==> src/rtl/if_id_stage_if.sv <==
// Bundle between the fetch stage and its environment: hazard controls,
// Execute redirect, instruction memory port, Decode outputs and debug counters.
interface if_id_stage_if;
  logic        i_stall_f;
  logic        i_stall_d;
  logic        i_flush_d;
  logic        i_br_sel;
  logic [31:0] i_br_target;
  logic [31:0] o_imem_addr;
  logic [31:0] i_imem_rdata;
  logic [31:0] o_pc_d;
  logic [31:0] o_pc4_d;
  logic [31:0] o_instr_d;
  logic        o_valid_d;
  logic [15:0] o_stall_cnt;
  logic [15:0] o_flush_cnt;

  modport master (
    input  i_stall_f, i_stall_d, i_flush_d, i_br_sel, i_br_target, i_imem_rdata,
    output o_imem_addr, o_pc_d, o_pc4_d, o_instr_d, o_valid_d, o_stall_cnt, o_flush_cnt
  );

  modport slave (
    output i_stall_f, i_stall_d, i_flush_d, i_br_sel, i_br_target, i_imem_rdata,
    input  o_imem_addr, o_pc_d, o_pc4_d, o_instr_d, o_valid_d, o_stall_cnt, o_flush_cnt
  );
endinterface

==> src/rtl/if_id_stage.sv <==
// Fetch PC register and IF/ID pipeline register with stall/flush/redirect
// handling, a Decode-word hold buffer, and saturating stall/flush counters.
module if_id_stage #(
  parameter logic [31:0] RESET_PC  = 32'h0000_0000,
  parameter logic [31:0] NOP_INSTR = 32'h0000_0013
) (
  input  logic          i_clk,
  input  logic          i_rst_n,
  if_id_stage_if.master bus
);

  logic [31:0] pc_f;
  logic [31:0] pc_d;
  logic [31:0] hold_buf;
  logic        valid_d;
  logic        held;
  logic [15:0] stall_cnt;
  logic [15:0] flush_cnt;
  logic        hold_f;
  logic        hold_d;

  // Freezing Decode alone would drop the word already in flight from memory.
  assign hold_f = bus.i_stall_f | bus.i_stall_d;
  assign hold_d = bus.i_stall_d & ~bus.i_flush_d;

  always_ff @(posedge i_clk) begin
    if (!i_rst_n) begin
      pc_f <= RESET_PC;
    end else if (bus.i_br_sel) begin
      pc_f <= {bus.i_br_target[31:2], 2'b00};
    end else if (!hold_f) begin
      pc_f <= pc_f + 32'd4;
    end
  end

  // Memory re-reads the frozen PC during a stall, so the Decode word is
  // captured once on the first stall edge and served from hold_buf after.
  always_ff @(posedge i_clk) begin
    if (!i_rst_n) begin
      valid_d  <= 1'b0;
      pc_d     <= '0;
      held     <= 1'b0;
      hold_buf <= '0;
    end else if (bus.i_flush_d) begin
      valid_d <= 1'b0;
      pc_d    <= pc_f;
      held    <= 1'b0;
    end else if (hold_d) begin
      held <= 1'b1;
      if (!held) begin
        hold_buf <= bus.i_imem_rdata;
      end
    end else begin
      valid_d <= 1'b1;
      pc_d    <= pc_f;
      held    <= 1'b0;
    end
  end

  always_ff @(posedge i_clk) begin
    if (!i_rst_n) begin
      stall_cnt <= '0;
      flush_cnt <= '0;
    end else begin
      if (hold_d && (stall_cnt != '1)) begin
        stall_cnt <= stall_cnt + 16'd1;
      end
      if (bus.i_flush_d && (flush_cnt != '1)) begin
        flush_cnt <= flush_cnt + 16'd1;
      end
    end
  end

  always_comb begin
    bus.o_instr_d = bus.i_imem_rdata;
    if (!valid_d) begin
      bus.o_instr_d = NOP_INSTR;
    end else if (held) begin
      bus.o_instr_d = hold_buf;
    end
  end

  assign bus.o_imem_addr = pc_f;
  assign bus.o_pc_d      = pc_d;
  assign bus.o_pc4_d     = pc_d + 32'd4;
  assign bus.o_valid_d   = valid_d;
  assign bus.o_stall_cnt = stall_cnt;
  assign bus.o_flush_cnt = flush_cnt;

endmodule

==> src/flat_wrapper.sv <==
// flat-port wrapper written by rule: the top's interface ports become plain ports
module if_id_stage_flat 
#(
  parameter logic [31:0] RESET_PC  = 32'h0000_0000,
  parameter logic [31:0] NOP_INSTR = 32'h0000_0013
)
  (i_clk, i_rst_n, bus_i_stall_f, bus_i_stall_d, bus_i_flush_d, bus_i_br_sel, bus_i_br_target, bus_i_imem_rdata, bus_o_imem_addr, bus_o_pc_d, bus_o_pc4_d, bus_o_instr_d, bus_o_valid_d, bus_o_stall_cnt, bus_o_flush_cnt);
  if_id_stage_if bus_i ();
  input  logic i_clk;
  input  logic i_rst_n;
  input wire logic [$bits(bus_i.i_stall_f)-1:0] bus_i_stall_f;
  input wire logic [$bits(bus_i.i_stall_d)-1:0] bus_i_stall_d;
  input wire logic [$bits(bus_i.i_flush_d)-1:0] bus_i_flush_d;
  input wire logic [$bits(bus_i.i_br_sel)-1:0] bus_i_br_sel;
  input wire logic [$bits(bus_i.i_br_target)-1:0] bus_i_br_target;
  input wire logic [$bits(bus_i.i_imem_rdata)-1:0] bus_i_imem_rdata;
  output wire logic [$bits(bus_i.o_imem_addr)-1:0] bus_o_imem_addr;
  output wire logic [$bits(bus_i.o_pc_d)-1:0] bus_o_pc_d;
  output wire logic [$bits(bus_i.o_pc4_d)-1:0] bus_o_pc4_d;
  output wire logic [$bits(bus_i.o_instr_d)-1:0] bus_o_instr_d;
  output wire logic [$bits(bus_i.o_valid_d)-1:0] bus_o_valid_d;
  output wire logic [$bits(bus_i.o_stall_cnt)-1:0] bus_o_stall_cnt;
  output wire logic [$bits(bus_i.o_flush_cnt)-1:0] bus_o_flush_cnt;
  assign bus_i.i_stall_f = bus_i_stall_f;
  assign bus_i.i_stall_d = bus_i_stall_d;
  assign bus_i.i_flush_d = bus_i_flush_d;
  assign bus_i.i_br_sel = bus_i_br_sel;
  assign bus_i.i_br_target = bus_i_br_target;
  assign bus_i.i_imem_rdata = bus_i_imem_rdata;
  assign bus_o_imem_addr = bus_i.o_imem_addr;
  assign bus_o_pc_d = bus_i.o_pc_d;
  assign bus_o_pc4_d = bus_i.o_pc4_d;
  assign bus_o_instr_d = bus_i.o_instr_d;
  assign bus_o_valid_d = bus_i.o_valid_d;
  assign bus_o_stall_cnt = bus_i.o_stall_cnt;
  assign bus_o_flush_cnt = bus_i.o_flush_cnt;
  if_id_stage #(.RESET_PC(RESET_PC), .NOP_INSTR(NOP_INSTR)) u_core (.i_clk(i_clk), .i_rst_n(i_rst_n), .bus(bus_i));
endmodule
==> config.mk <==
export PLATFORM = sky130hd
export DESIGN_NAME = if_id_stage_flat
export DESIGN_NICKNAME = d
export VERILOG_FILES = /design/src/rtl/if_id_stage_if.sv /design/src/rtl/if_id_stage.sv /design/src/flat_wrapper.sv
export SDC_FILE = /design/constraint.sdc
export NUM_CORES = 1
export LEC_CHECK = 0
export BUFFER_PORTS_ARGS = -buffer_cell sky130_fd_sc_hd__buf_2
export CAP_MARGIN = 20
export CORE_UTILIZATION = 55
export CTS_CLUSTER_DIAMETER = 40
export DETAILED_ROUTE_END_ITERATION = 6
export GPL_ROUTABILITY_DRIVEN = 0
export PLACE_DENSITY = 0.95
export SYNTH_ARGS = -nofsm -noshare
export SYNTH_HDL_FRONTEND = slang
export SYNTH_SLANG_ARGS = --single-unit
==> constraint.sdc <==
create_clock -name i_clk -period 3.54 [get_ports i_clk]
set_input_delay 0.531 -clock i_clk [delete_from_list [all_inputs] [get_ports i_clk]]
set_output_delay 0.531 -clock i_clk [all_outputs]
set_load 0.01 [all_outputs]
* Word level (Yosys, flattened, before mapping)
Index checks and enable logic that the tools add are counted.
Cells by class: add/sub/neg operators 4, bitwise gates (word level) 4, mux-type cells 7, reduce and logical (&&, ||, !) cells 5, equality and inequality tests 4
Operator list (number):
- 32-bit 2-to-1 mux | 6
- 32-bit by 3-bit adder with 32-bit output (second input constant) | 2
- 16-bit by 1-bit adder with 16-bit output (second input constant) | 2
- 16-bit != test (second input constant) | 2
- 2-bit != test (second input constant) | 2
- 2-bit OR reduction | 2
- 1-bit logical AND | 2
- 1-bit inverter | 2
- 2-bit AND reduction | 1
- 1-bit AND | 1
- 1-bit 2-to-1 mux | 1
- 1-bit bitwise OR | 1
Word-level totals: flip-flop bits (word level) 130, input port bits 70, word-level logic and storage cells 32

* Logic depth before layout (Yosys ltp)
Gate-level depths: netlist of run 1.
word-level depth 4, mapped depth 7

* Least setup slack after synthesis of run 1
OpenSTA, ideal clock, no wires.
path type register to output, start register u_core.pc_d[2] (netlist: u_core.bus.o_pc_d[2]), end output bus_o_pc4_d[22], path buffers 0, data arrival time 1669 ps, stages on the path, launching flop included 6, required time 3009 ps, path slack 1340 ps, path through dfxtp_1 > ha_1 > nand3_1 > nor4_2 > nand4_1 > xnor2_1
Between the ends: word-level cells in the longest chain between the ends 1
Ends and longest elaborated chain:
- from (decl) | line if_id_stage.sv:13 | logic [31:0] pc_d;
- from (signal assigned) | line if_id_stage.sv:46 | pc_d <= pc_f;
- from (signal assigned) | line if_id_stage.sv:55 | pc_d <= pc_f;
- 32-bit by 3-bit adder with 32-bit output | line if_id_stage.sv:85 | assign bus.o_pc4_d = pc_d + 32'd4;
- to (decl) | line flat_wrapper.sv:19 | output wire logic [$bits(bus_i.o_pc4_d)-1:0] bus_o_pc4_d;
No other way between the ends.

* Worst setup path after layout of run 1
start register u_core.pc_d[2] (netlist: u_core.bus.o_pc_d[2]), end output bus_o_pc4_d[26]
Same word-level chain as after synthesis.

==> flow_summary.html, run 1 <==
<table>
<tr><th>Metric</th><th>Value</th></tr>
<tr><th colspan="2">Detailed routing</th></tr>
<tr><td>Number of detailed-routing iterations run before antenna repair</td><td>5</td></tr>
<tr><td>Uppermost layer routed</td><td>met5</td></tr>
<tr><td>Met3 WL</td><td>around 1.6 mm</td></tr>
<tr><td>WL met2</td><td>about 9.1 mm</td></tr>
<tr><td>Residual antenna-violating net count after detailed routing</td><td>0</td></tr>
<tr><td>Vias per Instance</td><td>5.89</td></tr>
<tr><td>First-iteration detailed-routing DRC count</td><td>700</td></tr>
<tr><td>Post-route DRC</td><td>0</td></tr>
<tr><td>Routed wire length</td><td>19.4 mm</td></tr>
<tr><td>Post-route met1 wirelength</td><td>7.94 mm</td></tr>
<tr><td>Vias after detailed routing</td><td>7237</td></tr>
<tr><td>Average detailed-routed wire length per instance</td><td>15.8 um</td></tr>
<tr><th colspan="2">Critical path</th></tr>
<tr><td>Worst R2R Path Depth</td><td>5</td></tr>
<tr><td>Setup Crit Path Kind</td><td>register to output port</td></tr>
<tr><td>Required time at the endpoint of the critical path</td><td>3010 ps</td></tr>
<tr><td>Worst Path Max Fanout</td><td>8</td></tr>
<tr><td>Setup crit end kind</td><td>output port</td></tr>
<tr><td>Arrival time of data at the critical path endpoint</td><td>2430 ps</td></tr>
<tr><td>Startpoint type of the worst setup path</td><td>register</td></tr>
<tr><th colspan="2">Die</th></tr>
<tr><td>Core Rows</td><td>40</td></tr>
<tr><td>Initial standard-cell utilization of the core</td><td>56.5%</td></tr>
<tr><td>Area inside the core boundary</td><td>approximately 12000 um^2</td></tr>
<tr><td>Area enclosed by the die boundary</td><td>12800 um^2</td></tr>
<tr><td>IO Count</td><td>around 230</td></tr>
<tr><td>Die extent in y</td><td>113 um</td></tr>
<tr><td>DIE WIDTH</td><td>around 110 um</td></tr>
<tr><th colspan="2">Place</th></tr>
<tr><td>Placed standard-cell area</td><td>7900 um^2</td></tr>
<tr><td>Detailed Place HPWL</td><td>between 10 and 15 mm</td></tr>
<tr><td>Quantity of I/O buffers inserted on ports</td><td>222</td></tr>
<tr><th colspan="2">Timing</th></tr>
<tr><td>Final period util</td><td>a little over four fifths</td></tr>
<tr><td>Worst slew pin tran</td><td>1050 ps</td></tr>
<tr><td>Number of setup violations in the final report</td><td>0</td></tr>
<tr><td>Final Hold Fails</td><td>0</td></tr>
<tr><td>Max-slew violation total from the final report</td><td>0</td></tr>
<tr><td>Setup repair after global routing missed its margin</td><td>no</td></tr>
<tr><td>Post-Route Setup TNS</td><td>0 ps</td></tr>
<tr><td>Slew headroom</td><td>30.0%</td></tr>
<tr><td>Max Clock Skew</td><td>5.07 ps</td></tr>
<tr><td>Maximum clock frequency</td><td>roughly 340 MHz</td></tr>
<tr><td>Post-layout min period</td><td>2960 ps</td></tr>
<tr><th colspan="2">Yosys</th></tr>
<tr><td>Synthesized cell area</td><td>6780 um^2</td></tr>
<tr><td>Share of flip-flops with an asynchronous set or reset after synthesis</td><td>0%</td></tr>
<tr><td>Post-synth top flop</td><td>sky130_fd_sc_hd__dfxtp_1</td></tr>
<tr><td>Compound-cell area share of the yosys netlist</td><td>14.0%</td></tr>
<tr><td>Gate count of the mapped netlist</td><td>873</td></tr>
<tr><td>Synthesized area per cell</td><td>between 7 and 8 um^2</td></tr>
<tr><td>Largest area contributor in the synthesized netlist</td><td>sky130_fd_sc_hd__dfxtp_1</td></tr>
<tr><td>Sequential area share after synthesis</td><td>37.2%</td></tr>
<tr><td>Dominant combinational cell family by area after synthesis</td><td>simple AND/OR/NAND/NOR gates</td></tr>
<tr><td>Synthesis Warnings</td><td>0</td></tr>
<tr><td>Area fraction in and, or, nand and nor cells after synthesis</td><td>31.0%</td></tr>
<tr><td>Fraction of synthesized cell area in xor and xnor cells</td><td>under 10%</td></tr>
<tr><td>Count of flip-flops with a built-in enable after synthesis</td><td>0</td></tr>
<tr><td>Portion of synthesized cell area occupied by the leading cell type</td><td>around 37%</td></tr>
<tr><td>Post-Synth Adder-Cell Area</td><td>less than 1%</td></tr>
<tr><td>Count of state elements after synthesis</td><td>126</td></tr>
<tr><td>Area contributors post-synth</td><td>sky130_fd_sc_hd__dfxtp_1 37%, sky130_fd_sc_hd__nand2_1 10%, sky130_fd_sc_hd__mux2i_1 6.9%, sky130_fd_sc_hd__a21oi_1 6.2%, sky130_fd_sc_hd__xnor2_1 3.9%</td></tr>
<tr><td>Post-synthesis mux area share</td><td>6.94%</td></tr>
<tr><td>Count of distinct cell types in the synthesized netlist</td><td>59</td></tr>
<tr><th colspan="2">Clock tree</th></tr>
<tr><td>Reg clk slew, reported paths</td><td>~60 ps</td></tr>
<tr><td>Hold buffer count at cts</td><td>0</td></tr>
<tr><td>Cell at the root of the clock tree</td><td>sky130_fd_sc_hd__clkbuf_16</td></tr>
<tr><td>Clock Path Buffers</td><td>2</td></tr>
<tr><td>TritonCTS clock tree</td><td>done</td></tr>
<tr><td>Post CTS Setup Buffer Count</td><td>0</td></tr>
<tr><td>Num CTS Buffers</td><td>17</td></tr>
<tr><td>Clk_lat worst skew</td><td>420 ps</td></tr>
<tr><td>CTS H-tree lvls</td><td>4</td></tr>
<tr><td>Number of cells upsized or downsized after cts</td><td>0</td></tr>
<tr><td>Sinks on the clock net</td><td>126</td></tr>
<tr><th colspan="2">Cells and area</th></tr>
<tr><td>Final cell area excluding filler cells</td><td>8520 um^2</td></tr>
<tr><td>Area grow syn2layout</td><td>25.6%</td></tr>
<tr><td>Number of nets at the end of the flow</td><td>between 1000 and 1500</td></tr>
<tr><td>Share of layout cells above drive strength 1</td><td>26.4%</td></tr>
<tr><th colspan="2">Global route</th></tr>
<tr><td>Antenna violations before repair</td><td>2</td></tr>
<tr><td>Grt ovf</td><td>0</td></tr>
<tr><td>Number of global-route vias before repair</td><td>6314</td></tr>
<tr><td>Global-route wire length before repair</td><td>30.5 mm</td></tr>
<tr><td>Largest net degree at the start of global routing</td><td>48</td></tr>
<tr><td>Aggregate global-route resource usage</td><td>between 20% and 30%</td></tr>
<tr><th colspan="2">Power and ir drop</th></tr>
<tr><td>Power density relative to cell area</td><td>444 nW/um^2</td></tr>
<tr><td>Lkg Pwr</td><td>about 3.6 nW</td></tr>
<tr><td>Worst voltage drop across the vdd grid</td><td>roughly 0.00033 V</td></tr>
<tr><th colspan="2">Hold path</th></tr>
<tr><td>Hold WC Path Type</td><td>input port to register</td></tr>
<tr><td>WHS Path Cells</td><td>3</td></tr>
<tr><th colspan="2">Outcome</th></tr>
<tr><td>Status</td><td>finished clean</td></tr>
<tr><th colspan="2">Run</th></tr>
<tr><td>Max-cap violations</td><td>0</td></tr>
</table>
-- Yosys cell counts, drive strengths merged (14+ instances only) --
library cell	instances
nor4	14
dfxtp	126
nor3	15
nand3	32
buf	21
clkbuf	40
a21oi	84
nor2	58
mux2i	47
nand4	40
xnor2	30
o21ai	35
nand2	184
-- flip-flops by register name, indices dropped and copies added (netlist names) --
name / count
u_core.bus.o_flush_cnt: 16
u_core.bus.o_imem_addr: 30
u_core.bus.o_pc_d: 30
u_core.bus.o_stall_cnt: 16
u_core.bus.o_valid_d: 1
u_core.held: 1
u_core.hold_buf: 32
-- layout by cell type (no fill, tap or decap), drive strengths merged, types with 12 or more instances in the layout --
cell type / netlist / final
a21oi: 84 / 84
a31oi: 12 / 12
buf: 21 / 232
clkbuf: 40 / 20
dfxtp: 126 / 126
mux2i: 47 / 47
nand2: 184 / 184
nand2b: 13 / 13
nand3: 32 / 32
nand4: 40 / 40
nor2: 58 / 58
nor3: 15 / 15
nor4: 14 / 14
o21ai: 35 / 35
xnor2: 30 / 30
xor2: 12 / 12
-- metal layers --
layer,vias to the layer above,GRT usage (%)
li1,3477,-
met1,3314,37.0
met2,382,48.6
met3,62,6.27
met4,2,14.9
met5,-,0
-- through the flow --
stage | setup WS, ps | power, mW | instances | hold WS, ps | util, %
floorplan | 1340 | 1.82 | 878 | 436 | -
global placement | 1090 | 1.98 | 1196 | 442 | 65.8
detailed placement | 1050 | 1.99 | 1196 | 447 | 65.8
CTS | 603 | 3.79 | 1228 | 353 | 70.9
global route | 419 | 3.91 | 1228 | 360 | 70.9
finish | 581 | 3.78 | 1229 | 361 | 70.9
-- worst paths after layout --
| kind | start | end | slack, ps |
|---|---|---|---|
| setup / recovery | u_core.bus.o_pc_d[2] | bus_o_pc4_d[26] | 580 |
| hold / removal | bus_i_br_target[4] | u_core.bus.o_imem_addr[4] | 360 |
| setup reg to reg | u_core.bus.o_imem_addr[3] | u_core.bus.o_imem_addr[18] | 1440 |
| hold reg to reg | u_core.hold_buf[9] | u_core.hold_buf[9] | 450 |
-- report_power, final --
group	switching, mW	internal, mW	total (mW)
clock network	0.625	1.19	1.81
registers	0.0999	1.48	1.58
logic	0.225	0.165	0.390
-- cell type report --
type	count	area (um^2)
Antenna cell	1	2.50
Multi-Input combinational cell	681	3970
Clock inverter	12	168
Timing Repair Buffer	232	1190
Tap cell	147	184
Inverter	10	37.5
Sequential cell	126	2520
Clock buffer	20	447
Fill cell	945	3490
-- critical path, cell delays in order, from the launching register on --
cell                      delay [ps]
sky130_fd_sc_hd__dfxtp_1         440
sky130_fd_sc_hd__ha_1            270
sky130_fd_sc_hd__nand3_1         140
sky130_fd_sc_hd__nor4_2          640
sky130_fd_sc_hd__nand4_1         200
sky130_fd_sc_hd__xnor2_1         170
sky130_fd_sc_hd__buf_2           150
-- kinds of logic (layout without fill, tap and decap cells) --
logic type / after synthesis / count (layout)
muxes: 47 / 47
buffers and inverters: 71 / 274
adders and majority gates: 4 / 4
DFF: 126 / 126
xor gates and xnor gates: 42 / 42
other: 1 / 7
AOI/OAI and AO/OA: 165 / 165
and+or+nand+nor: 417 / 417
No activity file was read; power rests on OpenSTA's default activity.
==> run 2, diff against run 1 <==
Settings changed: ABC_AREA set to 1, CORE_UTILIZATION 55 to 52, PLACE_DENSITY 0.95 to 0.9.
Clock period 3.54 ns to 3 ns, I/O delays scaled along.
==> flow_summary.html, run 2 <==
<table>
<tr><th>Metric</th><th>Value</th></tr>
<tr><th colspan="2">Outcome</th></tr>
<tr><td>Status</td><td>finished clean</td></tr>
<tr><th colspan="2">Yosys</th></tr>
<tr><td>Synthesized area per cell</td><td>~6.8 um^2</td></tr>
<tr><td>Share of flip-flops with an asynchronous set or reset after synthesis</td><td>0%</td></tr>
<tr><td>Synthesis Warnings</td><td>0</td></tr>
<tr><td>Commonest cells post-synth</td><td>226 x sky130_fd_sc_hd__nand2_1, 143 x sky130_fd_sc_hd__nor2_1, 126 x sky130_fd_sc_hd__dfxtp_1, 97 x sky130_fd_sc_hd__a21oi_1, 89 x sky130_fd_sc_hd__inv_1</td></tr>
<tr><td>Sequential area share after synthesis</td><td>35.1%</td></tr>
<tr><td>Count of flip-flops with a built-in enable after synthesis</td><td>0</td></tr>
<tr><td>Cell with the most instances after synthesis</td><td>sky130_fd_sc_hd__nand2_1</td></tr>
<tr><td>Largest area contributor in the synthesized netlist</td><td>sky130_fd_sc_hd__dfxtp_1</td></tr>
<tr><td>Area contributors post-synth</td><td>sky130_fd_sc_hd__dfxtp_1 35%, sky130_fd_sc_hd__nand2_1 12%, sky130_fd_sc_hd__nor2_1 7.5%, sky130_fd_sc_hd__a21oi_1 6.8%, sky130_fd_sc_hd__o21ai_0 6.0%</td></tr>
<tr><td>Count of distinct cell types in the synthesized netlist</td><td>38</td></tr>
<tr><td>Portion of synthesized cell area occupied by the leading cell type</td><td>35.1%</td></tr>
<tr><td>Synthesized cell area</td><td>7190 um^2</td></tr>
<tr><td>Count of state elements after synthesis</td><td>approximately 130</td></tr>
<tr><td>Gate count of the mapped netlist</td><td>between 1000 and 1500</td></tr>
<tr><td>Post-synth top flop</td><td>sky130_fd_sc_hd__dfxtp_1</td></tr>
<tr><th colspan="2">Place</th></tr>
<tr><td>Quantity of I/O buffers inserted on ports</td><td>222</td></tr>
<tr><td>Place WS</td><td>712 ps</td></tr>
<tr><td>Detailed Place HPWL</td><td>15.6 mm</td></tr>
<tr><th colspan="2">Cells and area</th></tr>
<tr><td>Biggest register</td><td>u_core.hold_buf</td></tr>
<tr><td>Area used by sequential logic in the layout</td><td>2520 um^2</td></tr>
<tr><td>Share of layout cells above drive strength 1</td><td>23.3%</td></tr>
<tr><td>Most frequent cells in the layout</td><td>226 x sky130_fd_sc_hd__nand2_1, 222 x sky130_fd_sc_hd__buf_2, 143 x sky130_fd_sc_hd__nor2_1</td></tr>
<tr><td>Final-layout fill cell count</td><td>1176</td></tr>
<tr><td>Area grow syn2layout</td><td>24.1%</td></tr>
<tr><td>Number of nets at the end of the flow</td><td>1333</td></tr>
<tr><td>Flip-flop count of the largest register, all copies and words added</td><td>32</td></tr>
<tr><td>Total area of multi-input combinational cells</td><td>around 4100 um^2</td></tr>
<tr><td>Commonest non-fill, non-tap cell in the layout</td><td>sky130_fd_sc_hd__nand2_1</td></tr>
<tr><th colspan="2">Clock tree</th></tr>
<tr><td>Number of cells upsized or downsized after cts</td><td>0</td></tr>
<tr><td>Num CTS Buffers</td><td>17</td></tr>
<tr><td>Clock Path Buffers</td><td>2</td></tr>
<tr><td>Clk_lat worst skew</td><td>410 ps</td></tr>
<tr><td>TritonCTS clock tree</td><td>done</td></tr>
<tr><td>Hold buffer count at cts</td><td>0</td></tr>
<tr><td>Reg clk slew, reported paths</td><td>60 ps</td></tr>
<tr><td>Post CTS Setup Buffer Count</td><td>0</td></tr>
<tr><td>CTS H-tree lvls</td><td>4</td></tr>
<tr><td>Sinks on the clock net</td><td>roughly 130</td></tr>
<tr><td>Cell at the root of the clock tree</td><td>sky130_fd_sc_hd__clkbuf_16</td></tr>
<tr><th colspan="2">Critical path</th></tr>
<tr><td>Startpoint type of the worst setup path</td><td>register</td></tr>
<tr><td>Max stage delay cell, worst path</td><td>sky130_fd_sc_hd__dfxtp_1</td></tr>
<tr><td>Required time at the endpoint of the critical path</td><td>2550 ps</td></tr>
<tr><td>Peak per-stage delay on the critical path</td><td>400 ps</td></tr>
<tr><td>Setup Crit Path Kind</td><td>register to output port</td></tr>
<tr><td>Flop-to-flop setup slack</td><td>roughly 1000 ps</td></tr>
<tr><td>Crit-path cells</td><td>ha_1 -&gt; nand3_1 -&gt; nor2_2 -&gt; nand2_2 -&gt; nor2_4 -&gt; nand2_2 -&gt; nor2_2 -&gt; nand3_1 -&gt; and2_1 -&gt; buf_2</td></tr>
<tr><td>Arrival time of data at the critical path endpoint</td><td>2130 ps</td></tr>
<tr><td>Setup crit end kind</td><td>output port</td></tr>
<tr><td>Worst Path Max Fanout</td><td>4</td></tr>
<tr><th colspan="2">Timing</th></tr>
<tr><td>Worst hold-check slack</td><td>250 ps</td></tr>
<tr><td>Maximum clock frequency</td><td>between 300 and 400 MHz</td></tr>
<tr><td>Final period util</td><td>between 80% and 90%</td></tr>
<tr><td>Final Hold Fails</td><td>0</td></tr>
<tr><td>Max Clock Skew</td><td>6.30 ps</td></tr>
<tr><td>Max-slew violation total from the final report</td><td>0</td></tr>
<tr><td>Post-Route Setup TNS</td><td>0 ps</td></tr>
<tr><td>Setup slack after layout</td><td>420 ps</td></tr>
<tr><td>Setup repair after global routing missed its margin</td><td>no</td></tr>
<tr><td>Slew headroom</td><td>36.7%</td></tr>
<tr><td>Post-layout min period</td><td>between 2000 and 3000 ps</td></tr>
<tr><td>Number of setup violations in the final report</td><td>0</td></tr>
<tr><td>Worst slew pin tran</td><td>949 ps</td></tr>
<tr><th colspan="2">Global route</th></tr>
<tr><td>Grt ovf</td><td>0</td></tr>
<tr><td>Number of global-route vias before repair</td><td>a little over 7000</td></tr>
<tr><td>Largest net degree at the start of global routing</td><td>95</td></tr>
<tr><td>Global-route wire length before repair</td><td>34.1 mm</td></tr>
<tr><td>Antenna violations before repair</td><td>9</td></tr>
<tr><td>Aggregate global-route resource usage</td><td>29.8%</td></tr>
<tr><th colspan="2">Power and ir drop</th></tr>
<tr><td>Design Power</td><td>roughly 4.4 mW</td></tr>
<tr><td>Worst voltage drop across the vdd grid</td><td>0.000324 V</td></tr>
<tr><td>Power density relative to cell area</td><td>493 nW/um^2</td></tr>
<tr><td>Lkg Pwr</td><td>3.81 nW</td></tr>
<tr><th colspan="2">Die</th></tr>
<tr><td>Core Rows</td><td>42</td></tr>
<tr><td>IO Count</td><td>231</td></tr>
<tr><td>Initial standard-cell utilization of the core</td><td>53.9%</td></tr>
<tr><td>Area inside the core boundary</td><td>around 13000 um^2</td></tr>
<tr><td>Area enclosed by the die boundary</td><td>14300 um^2</td></tr>
<tr><td>DIE WIDTH</td><td>around 120 um</td></tr>
<tr><td>Die extent in y</td><td>120 um</td></tr>
<tr><th colspan="2">Hold path</th></tr>
<tr><td>Hold WC Path Type</td><td>input port to register</td></tr>
<tr><th colspan="2">Detailed routing</th></tr>
<tr><td>Vias per Instance</td><td>roughly 5.4</td></tr>
<tr><td>Average detailed-routed wire length per instance</td><td>about 15 um</td></tr>
<tr><td>First-iteration detailed-routing DRC count</td><td>723</td></tr>
<tr><td>Residual antenna-violating net count after detailed routing</td><td>0</td></tr>
<tr><td>Number of detailed-routing iterations run before antenna repair</td><td>6</td></tr>
<tr><td>Post-route DRC</td><td>0</td></tr>
<tr><td>Routed wire length</td><td>21.3 mm</td></tr>
<tr><td>Vias after detailed routing</td><td>7846</td></tr>
<tr><th colspan="2">Run</th></tr>
<tr><td>Max-cap violations</td><td>0</td></tr>
</table>
## run 2: cell count changes in the layout (fill, tap and decap cells not counted), moves of 15 or more
| cell | delta |
|---|---|
| sky130_fd_sc_hd__nand2_1 | +42 |
| sky130_fd_sc_hd__nand4_1 | -26 |
| sky130_fd_sc_hd__inv_1 | +80 |
| sky130_fd_sc_hd__o21ai_0 | +51 |
| sky130_fd_sc_hd__nand3_1 | +21 |
| sky130_fd_sc_hd__mux2i_1 | -15 |
| sky130_fd_sc_hd__nor2_1 | +87 |
| sky130_fd_sc_hd__xor2_1 | +26 |
| sky130_fd_sc_hd__xnor2_1 | -18 |
## run 2: power by group
group	internal (mW)	total, mW	switching, mW
clock network	1.26	2.01	0.748
logic	0.205	0.525	0.320
registers	1.76	1.87	0.109
## run 2: worst max-delay path, delay by kind of cell, from the launching register on
family	cells	cell delay [ps]
flops	1	400
buf+inv	1	130
fa+ha+maj	1	240
simple gates	8	960
## run 2: layer usage
layer | global-route usage, % | wire length (um) | vias up
met4 | 14.1 | 607 | 2
met1 | 35.9 | 8640 | 3569
met2 | 49.2 | 10000 | 364
li1 | - | - | 3860
met3 | 8.17 | 2010 | 51
met5 | 0 | 9 | -
## run 2: path summary, 6_finish.rpt
| kind | from | endpoint | cells after the start |
|---|---|---|---|
| min reg2reg | u_core.bus.o_flush_cnt[15] | u_core.bus.o_flush_cnt[15] | 2 |
| min | bus_i_stall_d | u_core.bus.o_valid_d | 2 |
| max | u_core.bus.o_pc_d[3] | bus_o_pc4_d[24] | 10 |
| max reg2reg | u_core.bus.o_flush_cnt[0] | u_core.bus.o_flush_cnt[13] | 8 |
## run 2: area by class of cell
cell class	instances	area share [%]
inverter	92	3.87
timing repair buffer	227	13.0
clock buffer	21	5.16
tap	176	2.47
multi-input combinational	795	45.8
clock inverter	10	1.29
antenna	5	0.140
sequential	126	28.3
## run 2: cell families after synthesis
family,after synthesis,share of synthesized area (%)
compound gates,210,15.6
simple gates,493,29.6
other cells,1,0.0522
fa+ha+maj,4,0.696
xor+xnor,50,6.09
flops,126,35.1
buf+inv,143,8.41
mux,32,4.46
## run 2: per-stage QoR
stage	instances	instance area [um^2]	util (%)
floorplan	1064	7210	-
global placement	1416	8340	62.5
detailed placement	1416	8340	62.5
CTS	1447	8910	66.8
global route	1450	8920	66.8
finish	1452	8920	66.9
==> run 3, diff against run 2 <==
Settings changed: CELL_PAD_IN_SITES_DETAIL_PLACEMENT set to 2, CELL_PAD_IN_SITES_GLOBAL_PLACEMENT set to 2, CORE_UTILIZATION 52 to 27, PLACE_DENSITY 0.9 to 0.83.
==> flow_summary.html, run 3 (synthesis results as in run 2) <==
<table>
<tr><th>Metric</th><th>Value</th></tr>
<tr><th colspan="2">Cells and area</th></tr>
<tr><td>Share of layout cells above drive strength 1</td><td>23.7%</td></tr>
<tr><td>Commonest non-fill, non-tap cell in the layout</td><td>sky130_fd_sc_hd__nand2_1</td></tr>
<tr><td>Biggest register</td><td>u_core.hold_buf</td></tr>
<tr><td>Number of nets at the end of the flow</td><td>roughly 1300</td></tr>
<tr><td>Final-layout fill cell count</td><td>3213</td></tr>
<tr><td>Area grow syn2layout</td><td>28.0%</td></tr>
<tr><td>Flip-flop count of the largest register, all copies and words added</td><td>32</td></tr>
<tr><td>Most frequent cells in the layout</td><td>226 x sky130_fd_sc_hd__nand2_1, 222 x sky130_fd_sc_hd__buf_2, 143 x sky130_fd_sc_hd__nor2_1</td></tr>
<tr><th colspan="2">Timing</th></tr>
<tr><td>Post-layout min period</td><td>2700 ps</td></tr>
<tr><td>Final period util</td><td>roughly 90%</td></tr>
<tr><td>Slew headroom</td><td>32.3%</td></tr>
<tr><td>Post-Route Setup TNS</td><td>0 ps</td></tr>
<tr><td>Maximum clock frequency</td><td>371 MHz</td></tr>
<tr><td>Setup repair after global routing missed its margin</td><td>no</td></tr>
<tr><td>Worst slew pin tran</td><td>1010 ps</td></tr>
<tr><td>Final Hold Fails</td><td>0</td></tr>
<tr><td>Number of setup violations in the final report</td><td>0</td></tr>
<tr><td>Max-slew violation total from the final report</td><td>0</td></tr>
<tr><td>Max Clock Skew</td><td>8.51 ps</td></tr>
<tr><td>Setup slack after layout</td><td>~300 ps</td></tr>
<tr><th colspan="2">Critical path</th></tr>
<tr><td>Arrival time of data at the critical path endpoint</td><td>2250 ps</td></tr>
<tr><td>Peak per-stage delay on the critical path</td><td>~420 ps</td></tr>
<tr><td>Setup Crit Path Kind</td><td>register to output port</td></tr>
<tr><td>Flop-to-flop setup slack</td><td>940 ps</td></tr>
<tr><td>Setup crit end kind</td><td>output port</td></tr>
<tr><td>Worst Path Max Fanout</td><td>4</td></tr>
<tr><td>Max stage delay cell, worst path</td><td>sky130_fd_sc_hd__dfxtp_1</td></tr>
<tr><td>Crit-path cells</td><td>ha_1 -&gt; nand3_1 -&gt; nor2_2 -&gt; nand2_2 -&gt; nor2_4 -&gt; nand2_2 -&gt; nor2_2 -&gt; nand3_1 -&gt; and2_1 -&gt; buf_2</td></tr>
<tr><td>Startpoint type of the worst setup path</td><td>register</td></tr>
<tr><td>Required time at the endpoint of the critical path</td><td>2550 ps</td></tr>
<tr><th colspan="2">Detailed routing</th></tr>
<tr><td>Routed wire length</td><td>roughly 28 mm</td></tr>
<tr><td>Vias after detailed routing</td><td>7936</td></tr>
<tr><td>Residual antenna-violating net count after detailed routing</td><td>0</td></tr>
<tr><td>Average detailed-routed wire length per instance</td><td>17.5 um</td></tr>
<tr><td>First-iteration detailed-routing DRC count</td><td>275</td></tr>
<tr><td>Post-route DRC</td><td>0</td></tr>
<tr><td>Vias per Instance</td><td>4.91</td></tr>
<tr><td>Number of detailed-routing iterations run before antenna repair</td><td>4</td></tr>
<tr><th colspan="2">Clock tree</th></tr>
<tr><td>TritonCTS clock tree</td><td>done</td></tr>
<tr><td>Hold buffer count at cts</td><td>0</td></tr>
<tr><td>Num CTS Buffers</td><td>17</td></tr>
<tr><td>Post CTS Setup Buffer Count</td><td>0</td></tr>
<tr><td>Reg clk slew, reported paths</td><td>60 ps</td></tr>
<tr><td>Clk_lat worst skew</td><td>410 ps</td></tr>
<tr><td>Clock Path Buffers</td><td>2</td></tr>
<tr><td>Cell at the root of the clock tree</td><td>sky130_fd_sc_hd__clkbuf_16</td></tr>
<tr><td>Sinks on the clock net</td><td>126</td></tr>
<tr><td>CTS H-tree lvls</td><td>4</td></tr>
<tr><td>Number of cells upsized or downsized after cts</td><td>0</td></tr>
<tr><th colspan="2">Place</th></tr>
<tr><td>Quantity of I/O buffers inserted on ports</td><td>between 200 and 250</td></tr>
<tr><td>Place WS</td><td>~650 ps</td></tr>
<tr><td>Detailed Place HPWL</td><td>~22 mm</td></tr>
<tr><th colspan="2">Global route</th></tr>
<tr><td>Number of global-route vias before repair</td><td>8336</td></tr>
<tr><td>Antenna violations before repair</td><td>8</td></tr>
<tr><td>Aggregate global-route resource usage</td><td>20.9%</td></tr>
<tr><td>Largest net degree at the start of global routing</td><td>between 90 and 100</td></tr>
<tr><td>Global-route wire length before repair</td><td>44.2 mm</td></tr>
<tr><td>Grt ovf</td><td>0</td></tr>
<tr><th colspan="2">Die</th></tr>
<tr><td>Core Rows</td><td>59</td></tr>
<tr><td>Area inside the core boundary</td><td>26100 um^2</td></tr>
<tr><td>DIE WIDTH</td><td>165 um</td></tr>
<tr><td>Area enclosed by the die boundary</td><td>approximately 27000 um^2</td></tr>
<tr><td>IO Count</td><td>231</td></tr>
<tr><td>Initial standard-cell utilization of the core</td><td>27.6%</td></tr>
<tr><td>Die extent in y</td><td>165 um</td></tr>
<tr><th colspan="2">Power and ir drop</th></tr>
<tr><td>Power density relative to cell area</td><td>506 nW/um^2</td></tr>
<tr><td>Lkg Pwr</td><td>3.85 nW</td></tr>
<tr><td>Worst voltage drop across the vdd grid</td><td>0.000302 V</td></tr>
<tr><th colspan="2">Hold path</th></tr>
<tr><td>Hold WC Path Type</td><td>input port to register</td></tr>
<tr><th colspan="2">Outcome</th></tr>
<tr><td>Status</td><td>finished clean</td></tr>
<tr><th colspan="2">Run</th></tr>
<tr><td>Max-cap violations</td><td>0</td></tr>
</table>
run 3: cell count changes in the layout (fill, tap and decap cells not counted), moves of 2 or more:
cell and delta:
sky130_fd_sc_hd__buf_4 +6, sky130_fd_sc_hd__bufinv_16 +2, sky130_fd_sc_hd__clkinv_2 -2, sky130_fd_sc_hd__clkinvlp_4 +2
run 3: worst paths after layout:
kind,start,endpoint,depth (start not counted)
worst max-delay path,u_core.bus.o_pc_d[3],bus_o_pc4_d[24],10
worst min-delay path,bus_i_stall_d,u_core.bus.o_valid_d,2
worst max register to register,u_core.bus.o_flush_cnt[0],u_core.bus.o_flush_cnt[11],8
worst min register to register,u_core.bus.o_stall_cnt[15],u_core.bus.o_stall_cnt[15],2
run 3: stage by stage:
step | util (%) | instances | power (mW) | hold WS, ps | area [um^2]
3_3_place_gp | 32.9 | 1580 | 2.44 | 489 | 8560
5_1_grt | 35.3 | 1615 | 4.87 | 257 | 9200
4_1_cts | 35.3 | 1612 | 4.72 | 241 | 9190
2_1_floorplan | - | 1064 | 2.20 | 500 | 7210
6_report | 35.3 | 1617 | 4.66 | 264 | 9210
3_5_place_dp | 32.9 | 1580 | 2.47 | 508 | 8560
run 3: routing by layer:
metal,track usage [%],vias up,wire length (um)
met5,0,-,35
met4,6.05,6,569
met2,36.6,174,13700
met1,25.2,3857,12500
met3,5.04,37,1520
li1,-,3862,-
run 3: layout make-up:
type	count	area, um^2	area share [%]
diodes	5	12.5	0.136
well taps	335	419	4.55
multi-input cells	795	4090	44.4
inverters	92	345	3.75
repair buffers	232	1190	12.9
clock buffers	19	443	4.81
flip-flops and latches	126	2520	27.4
clock inverters	13	189	2.05
run 3: worst max-delay path, delay by kind of cell, from the launching register on:
kind | cells | cell delay (ps)
buffers and inverters | 1 | 130
adders and majority gates | 1 | 260
and+or+nand+nor | 8 | 1040
DFF | 1 | 420
run 3: power by group:
group          leakage (nW)  internal, mW  switching (mW)
Clock                 0.292          1.42           0.813
Combinational          2.52         0.208           0.346
Sequential             1.03          1.76           0.113
